`config.mk`:
```
export PLATFORM = sky130hd
export DESIGN_NAME = sprite_record_fifo
export DESIGN_NICKNAME = d
export VERILOG_FILES = /design/src/rtl/sprite_pkg.sv /design/src/rtl/sprite_byte_assembler.sv /design/src/rtl/sprite_record_fifo.sv
export SDC_FILE = /design/constraint.sdc
export NUM_CORES = 1
export LEC_CHECK = 0
export ABC_AREA = 1
export BUFFER_PORTS_ARGS = -buffer_cell sky130_fd_sc_hd__buf_2
export CAP_MARGIN = 30
export CORE_AREA = 2 2 292 179
export DETAILED_ROUTE_END_ITERATION = 16
export DIE_AREA = 0 0 294 181
export GPL_ROUTABILITY_DRIVEN = 0
export MAX_ROUTING_LAYER = met4
export PLACE_DENSITY = 0.82
export SLEW_MARGIN = 20
export SYNTH_ARGS = -nofsm -noshare
export SYNTH_HDL_FRONTEND = slang
export SYNTH_SLANG_ARGS = --single-unit
```
`constraint.sdc`:
```
create_clock -name clk -period 6.2 [get_ports clk]
set_input_delay 0.62 -clock clk [delete_from_list [all_inputs] [get_ports clk]]
set_output_delay 0.62 -clock clk [all_outputs]
set_load 0.01 [all_outputs]
```
`src/rtl/sprite_pkg.sv`:
```
// Shared sprite record type, default field widths and the little-endian unpack helper.
package sprite_pkg;

    localparam int SPRITE_ID_W      = 8;
    localparam int SPRITE_POS_W     = 16;
    localparam int SPRITE_SCALE_W   = 8;
    localparam int SPRITE_REC_BYTES = (SPRITE_ID_W + 2*SPRITE_POS_W + SPRITE_SCALE_W) / 8;

    typedef struct packed {
        logic [SPRITE_ID_W-1:0]    id;
        logic [SPRITE_POS_W-1:0]   x;
        logic [SPRITE_POS_W-1:0]   y;
        logic [SPRITE_SCALE_W-1:0] scale;
    } sprite_t;

    // Byte 0 of the stream sits in bits [7:0]; fields follow in wire order id, x, y, scale.
    function automatic sprite_t sprite_unpack(input logic [SPRITE_REC_BYTES*8-1:0] v);
        sprite_t s;
        s.id    = v[0 +: SPRITE_ID_W];
        s.x     = v[SPRITE_ID_W +: SPRITE_POS_W];
        s.y     = v[SPRITE_ID_W + SPRITE_POS_W +: SPRITE_POS_W];
        s.scale = v[SPRITE_ID_W + 2*SPRITE_POS_W +: SPRITE_SCALE_W];
        return s;
    endfunction

endpackage

```
`src/rtl/sprite_byte_assembler.sv`:
```
// Collects record bytes into a holding register and flags the cycle the last byte arrives.
module sprite_byte_assembler
    import sprite_pkg::*;
#(
    parameter int  ID_W    = SPRITE_ID_W,
    parameter int  POS_W   = SPRITE_POS_W,
    parameter int  SCALE_W = SPRITE_SCALE_W,
    localparam int REC_W   = ID_W + 2*POS_W + SCALE_W
) (
    input  logic             clk,
    input  logic             rst,
    input  logic             flush,
    input  logic             byte_en,
    input  logic [7:0]       byte_data,
    output logic             rec_valid,
    output logic [REC_W-1:0] rec
);

    localparam int REC_BYTES = REC_W / 8;
    localparam int IDX_W     = $clog2(REC_BYTES);
    localparam logic [IDX_W-1:0] LAST_IDX = IDX_W'(REC_BYTES - 1);

    logic [IDX_W-1:0] idx_q, idx_d;
    logic [REC_W-9:0] hold_q, hold_d;
    logic [REC_W-1:0] stream_vec;

    // Reorders the wire-order byte vector into packed id/x/y/scale order.
    function automatic logic [REC_W-1:0] to_fields(input logic [REC_W-1:0] v);
        return {v[0 +: ID_W],
                v[ID_W +: POS_W],
                v[ID_W + POS_W +: POS_W],
                v[ID_W + 2*POS_W +: SCALE_W]};
    endfunction

    always_comb begin
        idx_d     = idx_q;
        hold_d    = hold_q;
        rec_valid = 1'b0;
        if (rst || flush) begin
            idx_d = '0;
        end else if (byte_en) begin
            if (idx_q == LAST_IDX) begin
                idx_d     = '0;
                rec_valid = 1'b1;
            end else begin
                idx_d                 = idx_q + 1'b1;
                hold_d[idx_q*8 +: 8]  = byte_data;
            end
        end
    end

    // The final byte is taken straight from the input so the record commits on its own edge.
    assign stream_vec = {byte_data, hold_q};
    assign rec        = to_fields(stream_vec);

    always_ff @(posedge clk) begin
        if (rst) begin
            idx_q <= '0;
        end else begin
            idx_q <= idx_d;
        end
    end

    always_ff @(posedge clk) begin
        hold_q <= hold_d;
    end

endmodule

```
`src/rtl/sprite_record_fifo.sv`:
```
// Sprite record FIFO: byte-stream assembly into a DEPTH-entry first-word fall-through queue.
// Optional drop counter output enabled by defining SPRITE_FIFO_DROP_CNT_EN.
module sprite_record_fifo
    import sprite_pkg::*;
#(
    parameter int  DEPTH   = 16,
    parameter int  ID_W    = SPRITE_ID_W,
    parameter int  POS_W   = SPRITE_POS_W,
    parameter int  SCALE_W = SPRITE_SCALE_W,
    localparam int CNT_W   = $clog2(DEPTH + 1)
) (
    input  logic               clk,
    input  logic               rst,
    input  logic               enqueue_en,
    input  logic [7:0]         enqueue_data,
    input  logic               dequeue,
    input  logic               flush,
    output logic               is_empty,
    output logic               is_full,
    output logic [CNT_W-1:0]   count,
    output logic [ID_W-1:0]    sprite_id,
    output logic [POS_W-1:0]   sprite_x,
    output logic [POS_W-1:0]   sprite_y,
    output logic [SCALE_W-1:0] sprite_scale,
`ifdef SPRITE_FIFO_DROP_CNT_EN
    output logic [15:0]        drop_count,
`endif
    output logic               overflow
);

    localparam int AW    = $clog2(DEPTH);
    localparam int REC_W = ID_W + 2*POS_W + SCALE_W;

    typedef struct packed {
        logic [ID_W-1:0]    id;
        logic [POS_W-1:0]   x;
        logic [POS_W-1:0]   y;
        logic [SCALE_W-1:0] scale;
    } rec_t;

    rec_t             mem_q [DEPTH];
    logic [AW-1:0]    wr_ptr_q, wr_ptr_d;
    logic [AW-1:0]    rd_ptr_q, rd_ptr_d;
    logic [CNT_W-1:0] count_q, count_d;

    logic             rec_valid;
    logic [REC_W-1:0] rec_bits;
    rec_t             rec_in;
    rec_t             head;
    logic             empty, full, do_pop, do_push, drop;

    sprite_byte_assembler #(
        .ID_W    (ID_W),
        .POS_W   (POS_W),
        .SCALE_W (SCALE_W)
    ) u_asm (
        .clk       (clk),
        .rst       (rst),
        .flush     (flush),
        .byte_en   (enqueue_en),
        .byte_data (enqueue_data),
        .rec_valid (rec_valid),
        .rec       (rec_bits)
    );

    assign rec_in = rec_t'(rec_bits);
    assign empty  = (count_q == '0);
    assign full   = (count_q == CNT_W'(DEPTH));

    // A pop on the commit edge frees the slot, so a full FIFO can still accept that record.
    assign do_pop  = dequeue && !empty && !flush && !rst;
    assign do_push = rec_valid && (!full || do_pop);
    assign drop    = rec_valid && full && !do_pop;

    always_comb begin
        wr_ptr_d = wr_ptr_q;
        rd_ptr_d = rd_ptr_q;
        count_d  = count_q;
        if (rst || flush) begin
            wr_ptr_d = '0;
            rd_ptr_d = '0;
            count_d  = '0;
        end else begin
            if (do_push) wr_ptr_d = wr_ptr_q + 1'b1;
            if (do_pop)  rd_ptr_d = rd_ptr_q + 1'b1;
            case ({do_push, do_pop})
                2'b10:   count_d = count_q + 1'b1;
                2'b01:   count_d = count_q - 1'b1;
                default: count_d = count_q;
            endcase
        end
    end

    always_ff @(posedge clk) begin
        if (rst) begin
            wr_ptr_q <= '0;
            rd_ptr_q <= '0;
            count_q  <= '0;
        end else begin
            wr_ptr_q <= wr_ptr_d;
            rd_ptr_q <= rd_ptr_d;
            count_q  <= count_d;
        end
    end

    always_ff @(posedge clk) begin
        if (do_push) mem_q[wr_ptr_q] <= rec_in;
    end

    assign head         = empty ? '0 : mem_q[rd_ptr_q];
    assign is_empty     = empty;
    assign is_full      = full;
    assign count        = count_q;
    assign sprite_id    = head.id;
    assign sprite_x     = head.x;
    assign sprite_y     = head.y;
    assign sprite_scale = head.scale;
    assign overflow     = drop;

`ifdef SPRITE_FIFO_DROP_CNT_EN
    logic [15:0] drop_cnt_q, drop_cnt_d;

    // Saturates rather than wraps; only reset clears it.
    always_comb begin
        drop_cnt_d = drop_cnt_q;
        if (drop && drop_cnt_q != 16'hFFFF) drop_cnt_d = drop_cnt_q + 16'd1;
    end

    always_ff @(posedge clk) begin
        if (rst) begin
            drop_cnt_q <= '0;
        end else begin
            drop_cnt_q <= drop_cnt_d;
        end
    end

    assign drop_count = drop_cnt_q;
`endif

endmodule

```
==> results of run 1 <==
-- final timing paths --
| kind | to |
|---|---|
| max | sprite_y[13] |
| min | u_asm.idx_q[1] |
| max reg2reg | mem_q[3][9] |
| min reg2reg | flop |
-- per-layer routing --
layer | share of wire, % | track usage [%] | wire (µm)
met5 | 0 | - | 0
met4 | 3.8 | 11.8 | 3190
met3 | 13 | 6.16 | 11100
met2 | 45 | 47.8 | 37900
met1 | 38 | 45.5 | 31500
-- kinds of logic after synthesis --
logic type,after synthesis,share of synthesized area (%)
XOR/XNOR,2,0.0539
adder cells (fa/ha/maj),13,0.500
AND/OR/NAND/NOR,661,8.13
flip-flops,828,75.9
AO/OA/AOI/OAI,675,12.2
buffers and inverters,217,3.23
-- through the flow --
stage	hold WS, ns	instance area, µm²	setup WS (ns)	cells
detailed placement	0.458	33400	2.16	3003
finish	0.320	35700	1.44	3132
floorplan	0.436	32500	2.34	2396
global route	0.324	35700	1.29	3132
global placement	0.453	33300	2.10	2996
CTS	0.300	35600	1.49	3124
-- synth_stat cells, drive strengths merged --
cell type and instances:
nand3 77, a211oi 1, buf 80, a31oi 1, xnor2 2, a21oi 58, edfxtp 808, nand2 57
nand4 5, nor4 5, o211ai 1, ha 13, clkinv 2, o221ai 134, dfxtp 20, o32ai 1
clkbuf 88, inv 47, nor2 515, o21ai 421, o22ai 58, nor3 2
-- sequential cells by signal (all words and copies together), names as in the netlist, named ones only --
signal and flops:
mem_q 768, count 5, rd_ptr_q 4, u_asm.idx_q 3
u_asm.hold_q 40, wr_ptr_q 4
-- report_power, final --
group	switching [W]	internal [W]	total (W)	leakage [nW]
clock	0.00194	0.00226	0.00420	1.04
sequential	0.00000791	0.00607	0.00607	7.51
combinational	0.0000374	0.00000780	0.0000452	3.19
-- area by class of cell --
class,count,area (µm²),share of cell area [%]
sequential,828,24700,69.2
multi-input combinational,1351,6910,19.4
clock buffer,87,1900,5.33
timing repair buffer,119,918,2.58
tap,660,826,2.32
clock inverter,34,225,0.632
inverter,49,196,0.551
antenna,4,10.0,0.0281
==> reports/results.ini, run 1 <==
[yosys]
seq_area_frac_synth_pct = 75.9
avgSynthCellArea_um2 = 13.6
synth_area_leaders = edfxtp_1 (75%), nor2_1 (5.9%), o21ai_0 (5.6%)
synth_cell_type_count = 33
synth_nets = 2422
yosys.area.top_type = edfxtp_1
syn_inst = 2396
synth_top_area_share_pct = 74.6
ys_seq_elements = 828
synth_area_um2 = 32500
yosysWarnings = 0

[cts]
post_cts_buffers = 0
cts_root_buf = clkbuf_16
cts-buffers-inserted = 71
cts_resized = 0
cts_tree = yes
cts_hold_repair.buffers = 0
clkLatencyLatePin_ns = 0.61
clk_pin_slew_ns = 0.07
clockBufferDepth = 3
cts_sinks = 828
h-tree-depth = 3

[pwr]
leakage_nw = 11.7
power_w = 0.0103
p_per_area_nw_per_um2 = 289
max-vdd-ir-drop_mv = 0.241

[worst_hold_path]
min-delay-start = enqueue_en
min_path_type = in2reg
hold_depth = 2

[setup_path]
cp_data_required_time_ns = 5.58
crit_top_cell = buf_4
r2r-start = u_asm.idx_q[0]
crit_fanout = 76
slowest_stage = buf_4
critPathKind = reg2out
end_kind = output port
cp.depth = 7
slowest_delay_ns = 0.77
critPathBufInv = 3
cp_cell_sequence = buf_4, buf_4, o21ai_0, o221ai_1, nand3_1, a21oi_1, buf_2
ff2ff_path_depth = 8
arrival_ns = 4.14
cp_top_family = buffers and inverters
start_kind = flop
ff2ff_setup_slack_ns = 2.33

[timing]
grt_setup_unrepaired = no
fin_skew_ns = 0.0302
setup_viol_count_final = 0
tns_ns = 0
period_share_pct = 76.7
tightest_slew_ns = 1.00
period_needed_ns = 4.76
finalMaxSlewViolations = 0
fmax_ghz = 0.210
final_hold_viol_count = 0
relSlewSlack_pct = 32.9

[layout]
final_nets = 2446
final_cell_mix = edfxtp_1 (808), nor2_1 (497), o21ai_0 (361), o221ai_1 (134), nand3_1 (75)
drive_gt1_share_pct = 10.0
utilization_pct = 70.8
final_common_cell = edfxtp_1
syn2layout_area_growth_pct = 9.72
nFillCells = 3110

[place]
portBuffers = 68
dp_hpwl_um = 43000

[die]
fp-row-count = 64
die_h_um = 181
initial_core_util_pct = 64.5
num_io_pins = 69
die_w_um = 294
core_area_um2 = 50400
dieArea_um2 = 53200

[drt]
drc = 0
wirelength_um = 83600
ant_nets = 0
via_count = 21300
routedWlPerCell_um = 26.7
via_per_inst = 6.80
drt-initial-drc-count = 3657
dr.pass1.iters = 7

[run]
max-cap-violations = 0

[global_route]
grt-ovfl-total = 0
grt_pass1_wl_um = 125000
grt_pass1_vias = 20700
grt_max_degree = 121
antenna_found_initial = 4
track_usage_pct = 32.3

[outcome]
run_status = completed

Power figures use the tool's default switching activity.
==> run 2, diff against run 1 <==
--- a/config.mk
+++ b/config.mk
@@ -5,15 +5,15 @@
 export SDC_FILE = /design/constraint.sdc
 export NUM_CORES = 1
 export LEC_CHECK = 0
-export ABC_AREA = 1
+export ABC_AREA = 0
 export BUFFER_PORTS_ARGS = -buffer_cell sky130_fd_sc_hd__buf_2
 export CAP_MARGIN = 30
-export CORE_AREA = 2 2 292 179
+export CORE_AREA = 2 2 296 181
 export DETAILED_ROUTE_END_ITERATION = 16
-export DIE_AREA = 0 0 294 181
+export DIE_AREA = 0 0 298 183
 export GPL_ROUTABILITY_DRIVEN = 0
 export MAX_ROUTING_LAYER = met4
-export PLACE_DENSITY = 0.82
+export PLACE_DENSITY = 0.78
 export SLEW_MARGIN = 20
 export SYNTH_ARGS = -nofsm -noshare
 export SYNTH_HDL_FRONTEND = slang
==> constraint.sdc (replaced) <==
create_clock -name clk -period 4.6 [get_ports clk]
set_input_delay 0.46 -clock clk [delete_from_list [all_inputs] [get_ports clk]]
set_output_delay 0.46 -clock clk [all_outputs]
set_load 0.01 [all_outputs]
==> reports/results.ini, run 2 <==
[global_route]
grt_pass1_wl_um = 102000  ; -18%
grt-ovfl-total = 0  ; unchanged
antenna_found_initial = 0  ; -4
grt_pass1_vias = 15200  ; -26%
grt_max_degree = 60  ; -50%
track_usage_pct = 26.8  ; -5.5 points

[timing]
period_share_pct = 77.9
layout_setup_ws_ns = 1.02  ; -0.428 ns
fmax_ghz = 0.279
relSlewSlack_pct = 35.3  ; +2.5 points
period_needed_ns = 3.58
final_hold_viol_count = 0  ; unchanged
finalMaxSlewViolations = 0  ; unchanged
fin_skew_ns = 0.0221  ; -0.00809 ns
tightest_slew_ns = 0.966  ; -0.0381 ns
tns_ns = 0  ; unchanged
setup_viol_count_final = 0  ; unchanged
grt_setup_unrepaired = no

[yosys]
synth_ff_type = edfxtp_1
yosys-top-cells-count = edfxtp_1 (808), mux4_2 (240), nor2b_1 (49)
synth_area_um2 = 31800  ; -2.2%
avgSynthCellArea_um2 = 23.4  ; +73%
ys_seq_elements = 828  ; unchanged
ys_async_sr_fraction_pct = 0  ; unchanged
seq_area_frac_synth_pct = 77.6  ; +1.7 points
yosys.area.top_type = edfxtp_1
synth_edf_count = 808  ; unchanged
synth.most_common_cell = edfxtp_1
yosysWarnings = 0  ; unchanged
syn_inst = 1357  ; -43%
synth_nets = 1383  ; -43%
synth_cell_type_count = 41  ; +24%
synth_area_leaders = edfxtp_1 (76%), mux4_2 (17%), dfxtp_1 (1.3%)
synth_top_area_share_pct = 76.3  ; +1.7 points

[layout]
drive_gt1_share_pct = 31.1  ; +21 points
design_area_um2 = 35600  ; about the same
nFillCells = 3077  ; -1.1%
largest_register_ff_count = 768  ; unchanged
final_cell_mix = edfxtp_1 (808), mux4_2 (240), clkbuf_16 (74), buf_2 (70), nor2b_1 (49)
top_register = mem_q
n_antenna_cell = 0  ; -4
final_nets = 1498  ; -39%
syn2layout_area_growth_pct = 12.1
fin_cells = 2232  ; -29%
final_common_cell = edfxtp_1

[cts]
cts_sinks = 828  ; unchanged
cts_root_buf = clkbuf_16
cts_hold_repair.buffers = 0  ; unchanged
cts_tree = yes
clockBufferDepth = 3  ; unchanged
cts-buffers-inserted = 72  ; +1.4%
clk_pin_slew_ns = 0.06  ; about the same
cts_resized = 0  ; unchanged
post_cts_buffers = 0  ; unchanged
h-tree-depth = 3  ; unchanged
clkLatencyLatePin_ns = 0.61  ; about the same

[setup_path]
start_kind = flop
ff2ff_path_depth = 7  ; -1
r2r-start = u_asm.idx_q[0]
timing.rr.end = mem_q[4][33]
critPathKind = reg2out
arrival_ns = 3.12  ; -1.02 ns
crit_fanout = 57  ; -25%
ff2ff_setup_slack_ns = 1.23  ; -1.10 ns
cp_data_required_time_ns = 4.14  ; -1.44 ns
end_kind = output port
cp-endpoint = sprite_y[8]

[drt]
ant_nets = 0  ; unchanged
via_per_inst = 6.57  ; -3.4%
dr.pass1.iters = 5  ; -2
routedWlPerCell_um = 30.6  ; +15%
via_count = 14700  ; -31%
drt-initial-drc-count = 1851  ; -49%
drc = 0  ; unchanged
wirelength_um = 68400  ; -18%

[place]
place_area_um2 = 33300  ; -0.44%
dp_hpwl_um = 36100  ; -16%
place_ws_ns = 1.25  ; -0.911 ns
dp.cells = 2098  ; -30%
portBuffers = 68  ; unchanged

[die]
core_area_um2 = 51900  ; +3.0%
initial_core_util_pct = 61.3  ; -3.3 points
dieArea_um2 = 54500  ; +2.5%
fp-row-count = 65  ; +1.6%
num_io_pins = 69  ; unchanged
die_w_um = 298  ; +1.4%
die_h_um = 183  ; +1.1%

[pwr]
max-vdd-ir-drop_mv = 0.340  ; +41%
p_per_area_nw_per_um2 = 401  ; +39%
leakage_nw = 11.0  ; -6.0%

[run]
max-cap-violations = 0  ; unchanged

[worst_hold_path]
min_path_type = in2reg

[outcome]
run_status = completed

run 2: cell types whose count changed after synthesis, moves of 38 or more:
cell	delta
a21oi_1	-57
o22ai_1	-57
o21ai_0	-357
nand3_1	-72
and2_1	+38
o221ai_1	-134
nand2_1	-41
clkbuf_1	-56
o21ai_1	-60
nor2b_1	+49
nor2_1	-477
mux4_2	+240
run 2: final cells by class:
type | instances | area [µm²] | area share [%]
Sequential cell | 828 | 24700 | 69.3
Tap cell | 703 | 880 | 2.47
Multi-Input combinational cell | 452 | 6890 | 19.3
Inverter | 11 | 41.3 | 0.116
Clock inverter | 41 | 427 | 1.20
Timing Repair Buffer | 107 | 803 | 2.25
Clock buffer | 90 | 1910 | 5.37
run 2: per-stage QoR:
stage          hold slack [ns]  power (W)  util [%]
2_1_floorplan            0.485    0.00837         -
3_3_place_gp             0.514    0.00841      64.1
3_5_place_dp             0.526    0.00841      64.1
4_1_cts                  0.132     0.0144      68.6
5_1_grt                  0.166     0.0147      68.7
6_report                 0.156     0.0143      68.7
run 2: routing by layer:
layer	up-vias	part of all wire, %	global-route usage [%]
met4	0	2.1	6.83
met3	114	9.7	6.03
met2	838	48	40.7
met1	7790	40	38.0
met5	-	0	-
li1	5929	-	-
run 2: how the worst min path moves through the flow:
stage | startpoint | to | slack, ns | depth (start not counted)
6_report | rst | count[3] | 0.16 | 4
5_1_grt | enqueue_en | u_asm.idx_q[1] | 0.17 | 2
4_1_cts | rst | count[3] | 0.13 | 4
3_5_place_dp | rd_ptr_q[3] | flop | 0.53 | 2
3_3_place_gp | rd_ptr_q[3] | flop | 0.51 | 2
2_1_floorplan | rd_ptr_q[3] | flop | 0.48 | 2
run 2: kinds of logic (layout without fill, tap and decap cells):
| family | Yosys count | after routing | share of synthesized area [%] |
|---|---|---|---|
| buf+inv | 77 | 249 | 1.13 |
| xor+xnor | 13 | 13 | 0.358 |
| compound gates | 14 | 14 | 0.327 |
| simple gates | 170 | 170 | 3.00 |
| mux | 242 | 242 | 17.1 |
| flops | 828 | 828 | 77.6 |
| fa+ha+maj | 13 | 13 | 0.512 |
run 2: critical path, cell delays in order, from the launching register on:
cell     delay (ns)
dfxtp_4        0.55
buf_12         0.40
mux4_2         0.63
mux4_2         0.48
nor2b_1        0.18
buf_2          0.17
run 2: power breakdown:
part | switching, W | internal [W] | leakage (nW) | total, W
Clock | 0.00267 | 0.00338 | 1.14 | 0.00605
Combinational | 0.0000498 | 0.0000147 | 2.25 | 0.0000645
Sequential | 0.0000108 | 0.00818 | 7.65 | 0.00819
==> run 3, diff against run 2 <==
==> constraint.sdc (replaced) <==
create_clock -name clk -period 3.35 [get_ports clk]
set_input_delay 0.335 -clock clk [delete_from_list [all_inputs] [get_ports clk]]
set_output_delay 0.335 -clock clk [all_outputs]
set_load 0.01 [all_outputs]
==> reports/results.ini, run 3 (synthesis gave the netlist of run 2 again) <==
[outcome]
run_status = completed

[die]
dieArea_um2 = 54500  ; unchanged
core_area_um2 = 51900  ; unchanged
die_w_um = 298  ; unchanged
die_h_um = 183  ; unchanged
initial_core_util_pct = 61.3  ; unchanged
fp-row-count = 65  ; unchanged
num_io_pins = 69  ; unchanged

[layout]
final_nets = 1509  ; +0.73%
top_register = mem_q
final_cell_mix = edfxtp_1 (808), mux4_2 (240), clkbuf_16 (77), buf_2 (68), nor2b_1 (49)
drive_gt1_share_pct = 31.4  ; +0.38 points
nFillCells = 3113  ; +1.2%
largest_register_ff_count = 768  ; unchanged
fin_cells = 2237  ; +0.22%
design_area_um2 = 35800  ; +0.55%
final_common_cell = edfxtp_1
syn2layout_area_growth_pct = 12.7

[setup_path]
end_kind = output port
start_kind = flop
slowest_stage = mux4_2
ff2ff_path_depth = 7  ; unchanged
slowest_delay_ns = 0.58  ; -0.05 ns
critPathKind = reg2out
cp_data_required_time_ns = 3.01  ; -1.13 ns
cp_cell_sequence = buf_12, buf_12, mux4_2, mux4_2, nor2b_1, buf_2
arrival_ns = 2.95  ; -0.17 ns
r2r-start = u_asm.idx_q[0]
crit_fanout = 35  ; -39%

[timing]
grt_setup_unrepaired = yes
period_share_pct = 98.2
fmax_ghz = 0.304
fin_skew_ns = 0.0244  ; +0.00232 ns
finalMaxSlewViolations = 0  ; unchanged
period_needed_ns = 3.29
tightest_slew_ns = 0.878  ; -0.0888 ns
relSlewSlack_pct = 41.0  ; +5.7 points
final_hold_viol_count = 0  ; unchanged
setup_viol_count_final = 0  ; unchanged

[pwr]
p_per_area_nw_per_um2 = 543  ; +35%
leakage_nw = 11.2  ; +1.4%
max-vdd-ir-drop_mv = 0.494  ; +45%

[cts]
cts_sinks = 828  ; unchanged
cts_hold_repair.buffers = 0  ; unchanged
clockBufferDepth = 3  ; unchanged
cts_root_buf = clkbuf_16
h-tree-depth = 3  ; unchanged
cts-buffers-inserted = 72  ; unchanged
clk_pin_slew_ns = 0.07  ; about the same
clkLatencyLatePin_ns = 0.60  ; about the same
cts_tree = yes

[drt]
via_count = 14500  ; -1.0%
ant_nets = 0  ; unchanged
dr.pass1.iters = 6  ; +1
wirelength_um = 67500  ; -1.3%
drt-initial-drc-count = 1765  ; -4.6%
via_per_inst = 6.49  ; -1.2%
drc = 0  ; unchanged
routedWlPerCell_um = 30.2  ; -1.5%

[global_route]
grt_pass1_vias = 14900  ; -2.2%
track_usage_pct = 26.6  ; -0.20 points
antenna_found_initial = 2  ; +2
grt_pass1_wl_um = 101000  ; -0.42%
grt_max_degree = 49  ; -18%
grt-ovfl-total = 0  ; unchanged

[place]
dp.cells = 2112  ; +0.67%
dp_hpwl_um = 36800  ; +2.1%
place_area_um2 = 33600  ; +0.84%
portBuffers = 68  ; unchanged

[worst_hold_path]
min_path_type = in2reg
min-delay-start = rst
hold_depth = 4  ; unchanged

[run]
max-cap-violations = 0  ; unchanged

[run 3: cell type report]
type	instances	area [µm²]	area share, %
sequential	828	24700	68.9
clock inverter	31	278	0.775
timing repair buffer	118	1070	2.99
clock buffer	93	1990	5.55
multi-input combinational	452	6900	19.2
tap	703	880	2.45
antenna	1	2.50	0.00698
inverter	11	41.3	0.115
[run 3: report_power, final]
part	switching (W)	internal, W
combinational	0.0000679	0.0000212
sequential	0.0000146	0.0112
clock	0.00354	0.00457
[run 3: what timing repair did]
item                                    4_1_cts  5_1_grt
endpoints found under the setup margin        2      147
gates resized for setup                       1        1
setup buffers                                 0        0
[run 3: critical path: cells and delay by family, from the launching register on]
family / cells / cell delay [ns]
buffers and inverters: 3 / 0.65
DFF: 1 / 0.38
muxes: 2 / 1.11
and+or+nand+nor: 1 / 0.18
[run 3: path summary, 6_finish.rpt]
| path | endpoint | slack, ns |
|---|---|---|
| min reg2reg | flop | 0.56 |
| max reg2reg | mem_q[1][6] | 0.24 |
| max | sprite_x[2] | 0.06 |
| min | count[3] | 0.12 |
[run 3: layer usage]
metal	wire length, µm	track usage [%]	vias to the layer above
met5	0	-	-
met4	1420	6.51	0
met3	5870	4.12	105
li1	-	-	5950
met2	32800	40.6	785
met1	27400	39.0	7684
[run 3: through the flow]
step                power [W]  hold slack (ns)  setup slack (ns)  util, %  TNS [ns]
floorplan              0.0115            0.434            -0.730        -   -312.26
global placement       0.0115            0.507             0.262     64.7         0
detailed placement     0.0116            0.544             0.165     64.7         0
CTS                    0.0195           0.0783            0.0195     69.0         0
global route           0.0199            0.132           -0.0365     69.1    -0.158
finish                 0.0194            0.116            0.0616     69.1         0
